### src/rtl/mult2_pkg.sv
// Shared types and default sizing for the 2-bit multiplier accumulator.
package mult2_pkg;

  // Group-length width and accumulator width. The accumulator is 4 bits wider
  // than the length, so 2^LEN_W products of at most 15 always fit.
  localparam int LEN_W_DEF = 4;
  localparam int ACC_W_DEF = LEN_W_DEF + 4;

  // Accumulator FSM: waiting for a first product, summing a group, holding a result.
  typedef enum logic [1:0] {
    IDLE  = 2'd0,
    ACCUM = 2'd1,
    DONE  = 2'd2
  } state_t;

endpackage

### src/rtl/mult2_accum.sv
// Sums groups of 4-bit products from the 2-bit multiplier stage. A group is
// `len` products long (0 meaning 2^LEN_W). len is latched on the first product.
// The finished sum is offered on a valid/ready port. While that sum waits,
// upstream is stalled. clear aborts the current group and drops a pending sum.
module mult2_accum
  import mult2_pkg::*;
#(
  parameter int LEN_W = LEN_W_DEF,
  parameter int ACC_W = ACC_W_DEF   // must be LEN_W + 4 so the sum cannot overflow
) (
  input  logic             clock,
  input  logic             reset_n,
  input  logic [3:0]       prod,
  input  logic             prod_valid,
  output logic             prod_ready,
  input  logic [LEN_W-1:0] len,
  input  logic             clear,
  output logic [ACC_W-1:0] acc_data,
  output logic             acc_valid,
  input  logic             acc_ready
);

  // One extra bit so the counter and the target can represent 2^LEN_W.
  localparam int CNT_W = LEN_W + 1;

  state_t           state, state_nxt;
  logic [ACC_W-1:0] acc, acc_nxt;
  logic [CNT_W-1:0] cnt, cnt_nxt;
  logic [CNT_W-1:0] tgt, tgt_nxt;
  logic [CNT_W-1:0] len_tgt;
  logic [CNT_W-1:0] cnt_inc;
  logic [ACC_W-1:0] prod_ext;
  logic             accept;
  logic             taken;

  assign prod_ready = (state != DONE);
  assign acc_valid  = (state == DONE);
  assign acc_data   = acc;

  assign accept   = prod_valid & prod_ready;
  assign taken    = acc_valid & acc_ready;
  assign prod_ext = {{(ACC_W-4){1'b0}}, prod};
  assign cnt_inc  = cnt + CNT_W'(1);
  // A zero length selects the largest group, 2^LEN_W.
  assign len_tgt  = (len == '0) ? {1'b1, {LEN_W{1'b0}}} : {1'b0, len};

  // Next-state and datapath update. clear overrides every other event.
  always_comb begin
    state_nxt = state;
    acc_nxt   = acc;
    cnt_nxt   = cnt;
    tgt_nxt   = tgt;
    if (clear) begin
      state_nxt = IDLE;
      acc_nxt   = '0;
      cnt_nxt   = '0;
    end else begin
      case (state)
        IDLE: begin
          if (accept) begin
            acc_nxt   = prod_ext;
            cnt_nxt   = CNT_W'(1);
            tgt_nxt   = len_tgt;
            state_nxt = (len_tgt == CNT_W'(1)) ? DONE : ACCUM;
          end
        end
        ACCUM: begin
          if (accept) begin
            acc_nxt = acc + prod_ext;
            cnt_nxt = cnt_inc;
            if (cnt_inc == tgt) state_nxt = DONE;
          end
        end
        DONE: begin
          if (taken) begin
            acc_nxt   = '0;
            cnt_nxt   = '0;
            state_nxt = IDLE;
          end
        end
        default: begin
          state_nxt = IDLE;
          acc_nxt   = '0;
          cnt_nxt   = '0;
        end
      endcase
    end
  end

  // State registers. Reset discards any partial or pending sum.
  always_ff @(posedge clock or negedge reset_n) begin
    if (!reset_n) begin
      state <= IDLE;
      acc   <= '0;
      cnt   <= '0;
      tgt   <= '0;
    end else begin
      state <= state_nxt;
      acc   <= acc_nxt;
      cnt   <= cnt_nxt;
      tgt   <= tgt_nxt;
    end
  end

endmodule

### config.mk
export PLATFORM = sky130hd
export DESIGN_NAME = mult2_accum
export DESIGN_NICKNAME = d
export VERILOG_FILES = /design/src/rtl/mult2_pkg.sv /design/src/rtl/mult2_accum.sv
export SDC_FILE = /design/constraint.sdc
export NUM_CORES = 1
export LEC_CHECK = 0
export ABC_AREA = 1
export CORE_MARGIN = 5
export CORE_UTILIZATION = 35
export CTS_CLUSTER_DIAMETER = 40
export DETAILED_ROUTE_END_ITERATION = 10
export DONT_BUFFER_PORTS = 1
export GPL_TIMING_DRIVEN = 0
export PLACE_DENSITY = 0.54
export SETUP_SLACK_MARGIN = 0.1
export SYNTH_ARGS = -nofsm -noshare
export SYNTH_HDL_FRONTEND = slang
export SYNTH_SLANG_ARGS = --single-unit
### constraint.sdc
create_clock -name clock -period 2.4 [get_ports clock]
set_input_delay 0.24 -clock clock [delete_from_list [all_inputs] [get_ports clock]]
set_output_delay 0.24 -clock clock [all_outputs]
set_load 0.01 [all_outputs]
# Word-level counts from Yosys, hierarchy flattened
# Index checks and enable logic that the tools add are counted.
# op_classes
addsub	2
eq_ne	9
mux	18
bitwise	3
n_reduce_logical	5
# op_table
operator	n
$mux 8	4
$mux 5	5
$pmux 8 s3	1
$pmux 5 s3	1
$mux 2	6
$ne 3x3->1 const B	3
$add 8x4->8	1
$pmux 2 s3	1
$reduce_and 3->1	2
$add 5x1->5 const B	1
$eq 5x1->1 const B	1
$eq 5x5->1	1
$logic_not 4->1	1
$reduce_and 4->1	1
$ne 3x2->1 const B	1
$and 1x1->1	2
$eq 2x1->1 const B	1
$eq 2x2->1 const B	1
$logic_not 2->1	1
$ne 2x2->1 const B	1
$not 1->1	1
# word_totals
register_bits	20
input_bits	13
output_inout_bits	10
elab_cells	41

# Logic depth before layout (Yosys ltp)
# Gate-level depths: netlist of the first run.
# logic_depth
ltp_word	7
mapped_depth	11
ltp_nobuf	11

# Worst setup path before layout of the first run
# Ideal clock, no wire load.
# synth_timing
kind	register to register
from	reg acc[0] (netlist: acc_data[0])
to	reg acc[2] (netlist: acc_data[2])
setup_ps	118
arrival_time_ps	1536
required_time_ps	2282
path_slack_ps	746
stages_incl_launch_ff	7
path_buffers	0
synth_period_minus_slack_ps	1654
cell_sequence	dfrtp_1 -> ha_1 -> fa_1 -> or2_2 -> nand3_1 -> a21oi_1 -> a21o_1
# synth_via
elab_chain_cells	4
# synth_rtl
element	line	rtl
start, declared	mult2_accum.sv:27	logic [ACC_W-1:0] acc, acc_nxt;
start signal, assigned	mult2_accum.sv:99	acc <= acc_nxt;
$add 8x4->8	mult2_accum.sv:69	acc_nxt = acc + prod_ext;
$mux 8	mult2_accum.sv:68	if (accept) begin
$pmux 8 s3	mult2_accum.sv:58	case (state)
$mux 8	mult2_accum.sv:53	if (clear) begin
# Every way passes these cells. The select of a mux whose other input is x is not followed.
# A chain may end at the register's enable or synchronous reset.

# Worst setup path in the final report of the first run
# Same ends and word-level chain as after synthesis.

==> impl_metrics.env, run 1 <==
export IMPL_status="finished, final reports clean"
export IMPL_fin_crit_sh_pct=72.83
export IMPL_gr_total_overflow=0
export IMPL_root_buffer="clkbuf_4"
export IMPL_drv_slew=0
export IMPL_synth_mux_area_share_pct=0.8982
export IMPL_portBuffers=0
export IMPL_layout_commonest_cell="nand2_1"
export IMPL_leakagePower_nw=0.6948
export IMPL_yosysUniqueCellTypes=29
export IMPL_cts_buffers=3
export IMPL_grt_util_all_layers_pct=11.92
export IMPL_synth_top_family_by_area="simple AND/OR/NAND/NOR gates"
export IMPL_drive_above_1_share_pct=10.65
export IMPL_timing_reg2reg_setup_slack_ns=0.65
export IMPL_rr_endpoint="acc_data[2]$_DFFE_PN0P_"
export IMPL_hold_viol=0
export IMPL_required_ns=2.61
export IMPL_grt_setup_unrepaired="false"
export IMPL_cts_tree="yes"
export IMPL_ctsResizeCount=0
export IMPL_num_rows=21
export IMPL_yosys_area_share_simple_pct=30.94
export IMPL_final_area_um2=1374
export IMPL_start_kind="flop"
export IMPL_start_util_pct=36.99
export IMPL_finClkSkew_ns=0.01179
export IMPL_synth_xor_area_share_pct=2.096
export IMPL_antenna_found_initial=0
export IMPL_synth_compound_area_share_pct=10.88
export IMPL_seq_area_frac_synth_pct=39.92
export IMPL_powerDensity_nw_per_um2=928.7
export IMPL_syn_area_per_cell_um2=7.645
export IMPL_timing_setup_tns_ns=0
export IMPL_syn_area_um2=1254
export IMPL_regArea_um2=500.5
export IMPL_diodes=0
export IMPL_viasPerCell=4.740
export IMPL_cp_max_fo=3
export IMPL_synth_adder_area_share_pct=6.587
export IMPL_rr_worst_depth=6
export IMPL_report_final_setup_viol=0
export IMPL_drv_cap=0
export IMPL_cts_hold_buffers_added=1
export IMPL_drc=0
export IMPL_clk_pin_slew_worst_paths_ns=0.13
export IMPL_drt_iter0_drc=23
export IMPL_synthesis_nets=183
export IMPL_dpl_cell_area_um2=1311
export IMPL_ys_ff_latch=20
export IMPL_fmax_ghz=0.5721
export IMPL_worst_setup_path_end_kind="flop"
export IMPL_die_area_um2=4879
export IMPL_grt_pass1_wl_um=4761
export IMPL_core_area_um2=3390
export IMPL_worst_slew_pin_slew_ns=0.9498
export IMPL_slew_headroom_pct=36.47
export IMPL_synth_top_area_share_pct=39.92
export IMPL_wl_per_cell_um=12.42
export IMPL_die_w_um=69.85
export IMPL_vdd_drop_max_v=0.0004565
export IMPL_drt_first_pass_iters=4
export IMPL_nets=189
export IMPL_critPathKind="reg -> reg"
export IMPL_dp_hpwl_um=2079
export IMPL_total_power_w=0.001276
export IMPL_fillers=351
export IMPL_synth_area_top_cells="dfrtp_1 (40%), nand2_1 (13%), inv_1 (6.9%), nand3_1 (6.8%), ha_1 (5.0%)"
export IMPL_hp_class="in -> reg"
export IMPL_clockBufferDepth=2
export IMPL_postCtsSetupBuffers=0
export IMPL_clkLatencyLatePin_ns=0.31
export IMPL_finalCriticalPeriod_ns=1.748
export IMPL_htree_levels=1
export IMPL_grt_max_degree=21
export IMPL_hold_path_end="tgt[2]$_DFFE_PN0P_"
export IMPL_multi_input_comb_area_um2=644.4
export IMPL_hold_start="len[2]"
export IMPL_rr_startpoint="acc_data[0]$_DFFE_PN0P_"
export IMPL_finalWirelength_um=2671
export IMPL_postRouteAntennaNets=0
export IMPL_whs_path_depth=1
export IMPL_post_synth_top_area_cell="dfrtp_1"
export IMPL_vias=1019
export IMPL_final_cell_mix="nand2_1 (44), inv_1 (23), dfrtp_1 (20)"
export IMPL_place_gp_congestion=0.8223
export IMPL_synth_cells=164
export IMPL_die_y_um=69.85
export IMPL_syn_to_final_growth_pct=9.581
export IMPL_pin_count=23
export IMPL_grt_pass1_vias=1068
export IMPL_cts_sinks=20
export IMPL_crit_arrival_ns=1.96
export IMPL_ys_warn_count=0
state kept, by name, indices dropped and copies added (netlist names):
name      flops
tgt           5
acc_data      8
cnt           5
state         2
logic make-up after synthesis:
logic type / Yosys count
xor+xnor: 3
simple gates: 86
fa+ha+maj: 6
flops: 20
mux: 1
compound gates: 21
buf+inv: 27
metal layers:
metal	track usage [%]	vias up	share of wire, %
li1	-	537	-
met1	15.06	456	50
met2	18.99	24	43
met3	5.022	2	6.6
met4	2.553	0	0.49
met5	0	-	0
metrics by stage:
step / setup slack (ns) / utilization [%] / instances / hold WS [ns]
global route: 0.5803 / 40.53 / 215 / 0.04149
global placement: 0.6766 / 38.69 / 210 / -0.05454
finish: 0.6521 / 40.53 / 215 / 0.06515
floorplan: 0.7464 / - / 164 / -0.05559
CTS: 0.6433 / 40.53 / 215 / 0.05651
detailed placement: 0.6662 / 38.69 / 210 / -0.05445
report_power, final:
group	internal, W	switching (W)
registers	0.000422	0.000102
logic	0.000179	0.000287
clock network	0.000169	0.000116
how the worst max path moves through the flow:
stage                             from                      end  slack [ns]  cells past startpoint
2_1_floorplan  acc_data[0]$_DFFE_PN0P_  acc_data[2]$_DFFE_PN0P_        0.75                      6
3_3_place_gp   acc_data[0]$_DFFE_PN0P_  acc_data[2]$_DFFE_PN0P_        0.68                      6
3_5_place_dp   acc_data[0]$_DFFE_PN0P_  acc_data[2]$_DFFE_PN0P_        0.67                      6
4_1_cts        acc_data[0]$_DFFE_PN0P_  acc_data[2]$_DFFE_PN0P_        0.64                      6
5_1_grt        acc_data[0]$_DFFE_PN0P_  acc_data[2]$_DFFE_PN0P_        0.58                      6
6_report       acc_data[0]$_DFFE_PN0P_  acc_data[2]$_DFFE_PN0P_        0.65                      6
cell usage after synthesis:
library cell,instances
nand3b_1,1
a32o_1,1
nor2_4,1
a22oi_1,1
buf_6,1
nand2_1,44
or2_2,1
nand4_1,2
nor2_2,2
a21oi_4,1
ha_1,5
xnor2_1,1
fa_1,1
nand2_4,2
o22ai_1,3
nor2_1,14
inv_1,23
a211oi_1,1
mux2_2,1
o21ai_0,5
dfrtp_1,20
inv_2,3
o21bai_1,1
nand3_1,17
a21oi_1,6
a31oi_1,1
a21o_1,1
xor2_1,2
nand2_2,2
area by class of cell:
cell class | count | area share [%]
sequential | 20 | 36.43
buffer | 1 | 0.8197
clock buffer | 3 | 1.639
tap | 46 | 4.189
multi-input combinational | 117 | 46.90
clock inverter | 1 | 2.186
inverter | 26 | 7.104
timing repair buffer | 1 | 0.7286
critical path: stages, from the launching register on:
cell	delay (ns)
dfrtp_1	0.46
ha_1	0.23
fa_1	0.40
or2_2	0.28
nand3_1	0.07
a21oi_1	0.07
a21o_1	0.14
(Power assumes the default switching activity.)
==> run 2, diff against run 1 <==
==> constraint.sdc (replaced) <==
create_clock -name clock -period 1.7 [get_ports clock]
set_input_delay 0.17 -clock clock [delete_from_list [all_inputs] [get_ports clock]]
set_output_delay 0.17 -clock clock [all_outputs]
set_load 0.01 [all_outputs]
==> run 2 against run 1 <==
Compared with the run above: power is 56% higher; core utilization is 4.2 points higher; wire length is 11% higher; cell area is 10% higher; worst setup slack worse by 0.65 ns.
==> impl_metrics.env, run 2 (synthesis gave the netlist of run 1 again) <==
export IMPL_drive_above_1_share_pct=22.86
export IMPL_critPathMaxStageDelay_ns=0.45
export IMPL_slew_headroom_pct=35.45
export IMPL_crit_path_top_delay_cell="dfrtp_1"
export IMPL_finalCriticalPeriod_ns=1.697
export IMPL_dpl_cell_area_um2=1316
export IMPL_cp_max_fo=3
export IMPL_crit_arrival_ns=1.90
export IMPL_hold_viol=0
export IMPL_root_buffer="clkbuf_4"
export IMPL_wl_met3_um=218
export IMPL_num_rows=21
export IMPL_die_area_um2=4879
export IMPL_die_y_um=69.85
export IMPL_status="finished, final reports clean"
export IMPL_cts_tree="yes"
export IMPL_cts_sinks=20
export IMPL_drc=0
export IMPL_regArea_um2=504.2
export IMPL_layout_commonest_cell="nand2_1"
export IMPL_fillers=348
export IMPL_syn_to_final_growth_pct=21.06
export IMPL_nets=195
export IMPL_cts_buffers=3
export IMPL_crit_path_cell_trace="ha_2 > fa_2 > or2_4 > nand3_2 > a21oi_2 > a21o_1"
export IMPL_hp_class="in -> reg"
export IMPL_clk_pin_slew_worst_paths_ns=0.12
export IMPL_fmax_ghz=0.5893
export IMPL_diodes=0
export IMPL_portBuffers=0
export IMPL_fin_crit_sh_pct=99.82
export IMPL_total_power_w=0.001986
export IMPL_report_final_setup_viol=0
export IMPL_viasPerCell=4.878
export IMPL_powerDensity_nw_per_um2=1308
export IMPL_grt_util_all_layers_pct=12.16
export IMPL_p_switching_w=0.0007965
export IMPL_pwr_share_comb_pct=41.8
export IMPL_clkLatencyLatePin_ns=0.31
export IMPL_dp_slack_ns=0.04888
export IMPL_worst_setup_path_end_kind="flop"
export IMPL_drv_cap=0
export IMPL_cp_startpoint="acc_data[0]$_DFFE_PN0P_"
export IMPL_gr_total_overflow=0
export IMPL_p_clk_share_pct=19.9
export IMPL_htree_levels=1
export IMPL_worst_slew_pin_slew_ns=0.9650
export IMPL_rr_startpoint="acc_data[0]$_DFFE_PN0P_"
export IMPL_largest_reg_flops=8
export IMPL_place_gp_congestion=0.7656
export IMPL_finalWirelength_um=2971
export IMPL_hold_ws_ns=0.02388
export IMPL_drt_iter0_drc=41
export IMPL_required_ns=1.90
export IMPL_drv_slew=0
export IMPL_grt_pass1_vias=1051
export IMPL_core_area_um2=3390
export IMPL_pin_count=23
export IMPL_leakagePower_nw=0.7349
export IMPL_postRouteAntennaNets=0
export IMPL_grt_setup_unrepaired="true"
export IMPL_rr_worst_depth=6
export IMPL_met2WireLength_um=1424
export IMPL_antenna_found_initial=0
export IMPL_finClkSkew_ns=0.006627
export IMPL_start_kind="flop"
export IMPL_critPathKind="reg -> reg"
export IMPL_crit_end="acc_data[2]$_DFFE_PN0P_"
export IMPL_hold_start="prod[0]"
export IMPL_multi_input_comb_area_um2=732.0
export IMPL_final_cell_mix="nand2_1 (41), inv_1 (23), dfrtp_1 (17)"
export IMPL_power_frac_seq_pct=38.2
export IMPL_rr_endpoint="acc_data[2]$_DFFE_PN0P_"
export IMPL_timing_reg2reg_setup_slack_ns=0.003
export IMPL_dp_hpwl_um=2106
export IMPL_grt_pass1_wl_um=4843
export IMPL_drt_first_pass_iters=5
export IMPL_clockBufferDepth=2
export IMPL_switching_share_pct=40.12
export IMPL_p_int_w=0.001189
export IMPL_wl_met1_um=1312
export IMPL_vias=1078
export IMPL_final_area_um2=1518
export IMPL_grt_max_degree=21
export IMPL_vdd_drop_max_v=0.0005361
export IMPL_layout_setup_ws_ns=0.002987
export IMPL_start_util_pct=36.99
export IMPL_wl_per_cell_um=13.44
export IMPL_top_layer="met4"
export IMPL_die_w_um=69.85
==> run 2: changes by cell type in the layout (fill, tap and decap cells not counted), sizes merged <==
| cell | delta |
|---|---|
| dlygate4sd3 | +2 |
| buf | +4 |
==> run 2: worst min-delay path by stage <==
stage / end / cells after the start
2_1_floorplan: acc_data[0]$_DFFE_PN0P_ / 0
3_3_place_gp: acc_data[0]$_DFFE_PN0P_ / 0
3_5_place_dp: acc_data[1]$_DFFE_PN0P_ / 0
4_1_cts: acc_data[1]$_DFFE_PN0P_ / 2
5_1_grt: acc_data[0]$_DFFE_PN0P_ / 2
6_report: acc_data[0]$_DFFE_PN0P_ / 2
==> run 2: critical path, delay by kind of cell (launching register included) <==
family / cells / cell delay, ns
AOI/OAI and AO/OA: 2 / 0.21
adders and majority gates: 2 / 0.62
DFF: 1 / 0.45
and+or+nand+nor: 2 / 0.31
==> run 2: timing repair <==
item | in CTS | in global routing
endpoints found under the setup margin | 6 | 12
gates resized for setup | 4 | 17
setup buffers | 0 | 4
hold buffers | 3 | 0
pin swaps | 0 | 8
endpoints found under the hold margin | 22 | 0
==> run 2: metal layers <==
metal	track usage [%]	vias up
met5	0	-
met3	5.452	2
li1	-	548
met1	15.15	495
met4	2.553	0
met2	19.41	33
==> run 2: per-stage QoR <==
stage	setup TNS, ns	cells	util [%]
CTS	0	217	41.82
detailed placement	0	210	38.83
global route	-0.07512	221	44.78
finish	0	221	44.78
global placement	0	210	38.83
floorplan	0	164	-
==> run 2: area by class of cell <==
class,count,share of cell area [%]
plain buffers,1,0.7420
inverters,26,6.595
flip-flops and latches,20,33.22
multi-input cells,117,48.23
clock inverters,1,1.979
repair buffers,7,3.957
clock buffers,3,1.484
well taps,46,3.792
==> run 2: power by group through the flow <==
stage / clock network [W] / logic, W / registers [W]
6_report: 0.000396 / 0.000831 / 0.000759
5_1_grt: 0.000430 / 0.000959 / 0.000780
4_1_cts: 0.000414 / 0.000699 / 0.000744
3_5_place_dp: 0 / 0.000661 / 0.000753
3_3_place_gp: 0 / 0.000643 / 0.000749
2_1_floorplan: 0 / 0.000543 / 0.000719
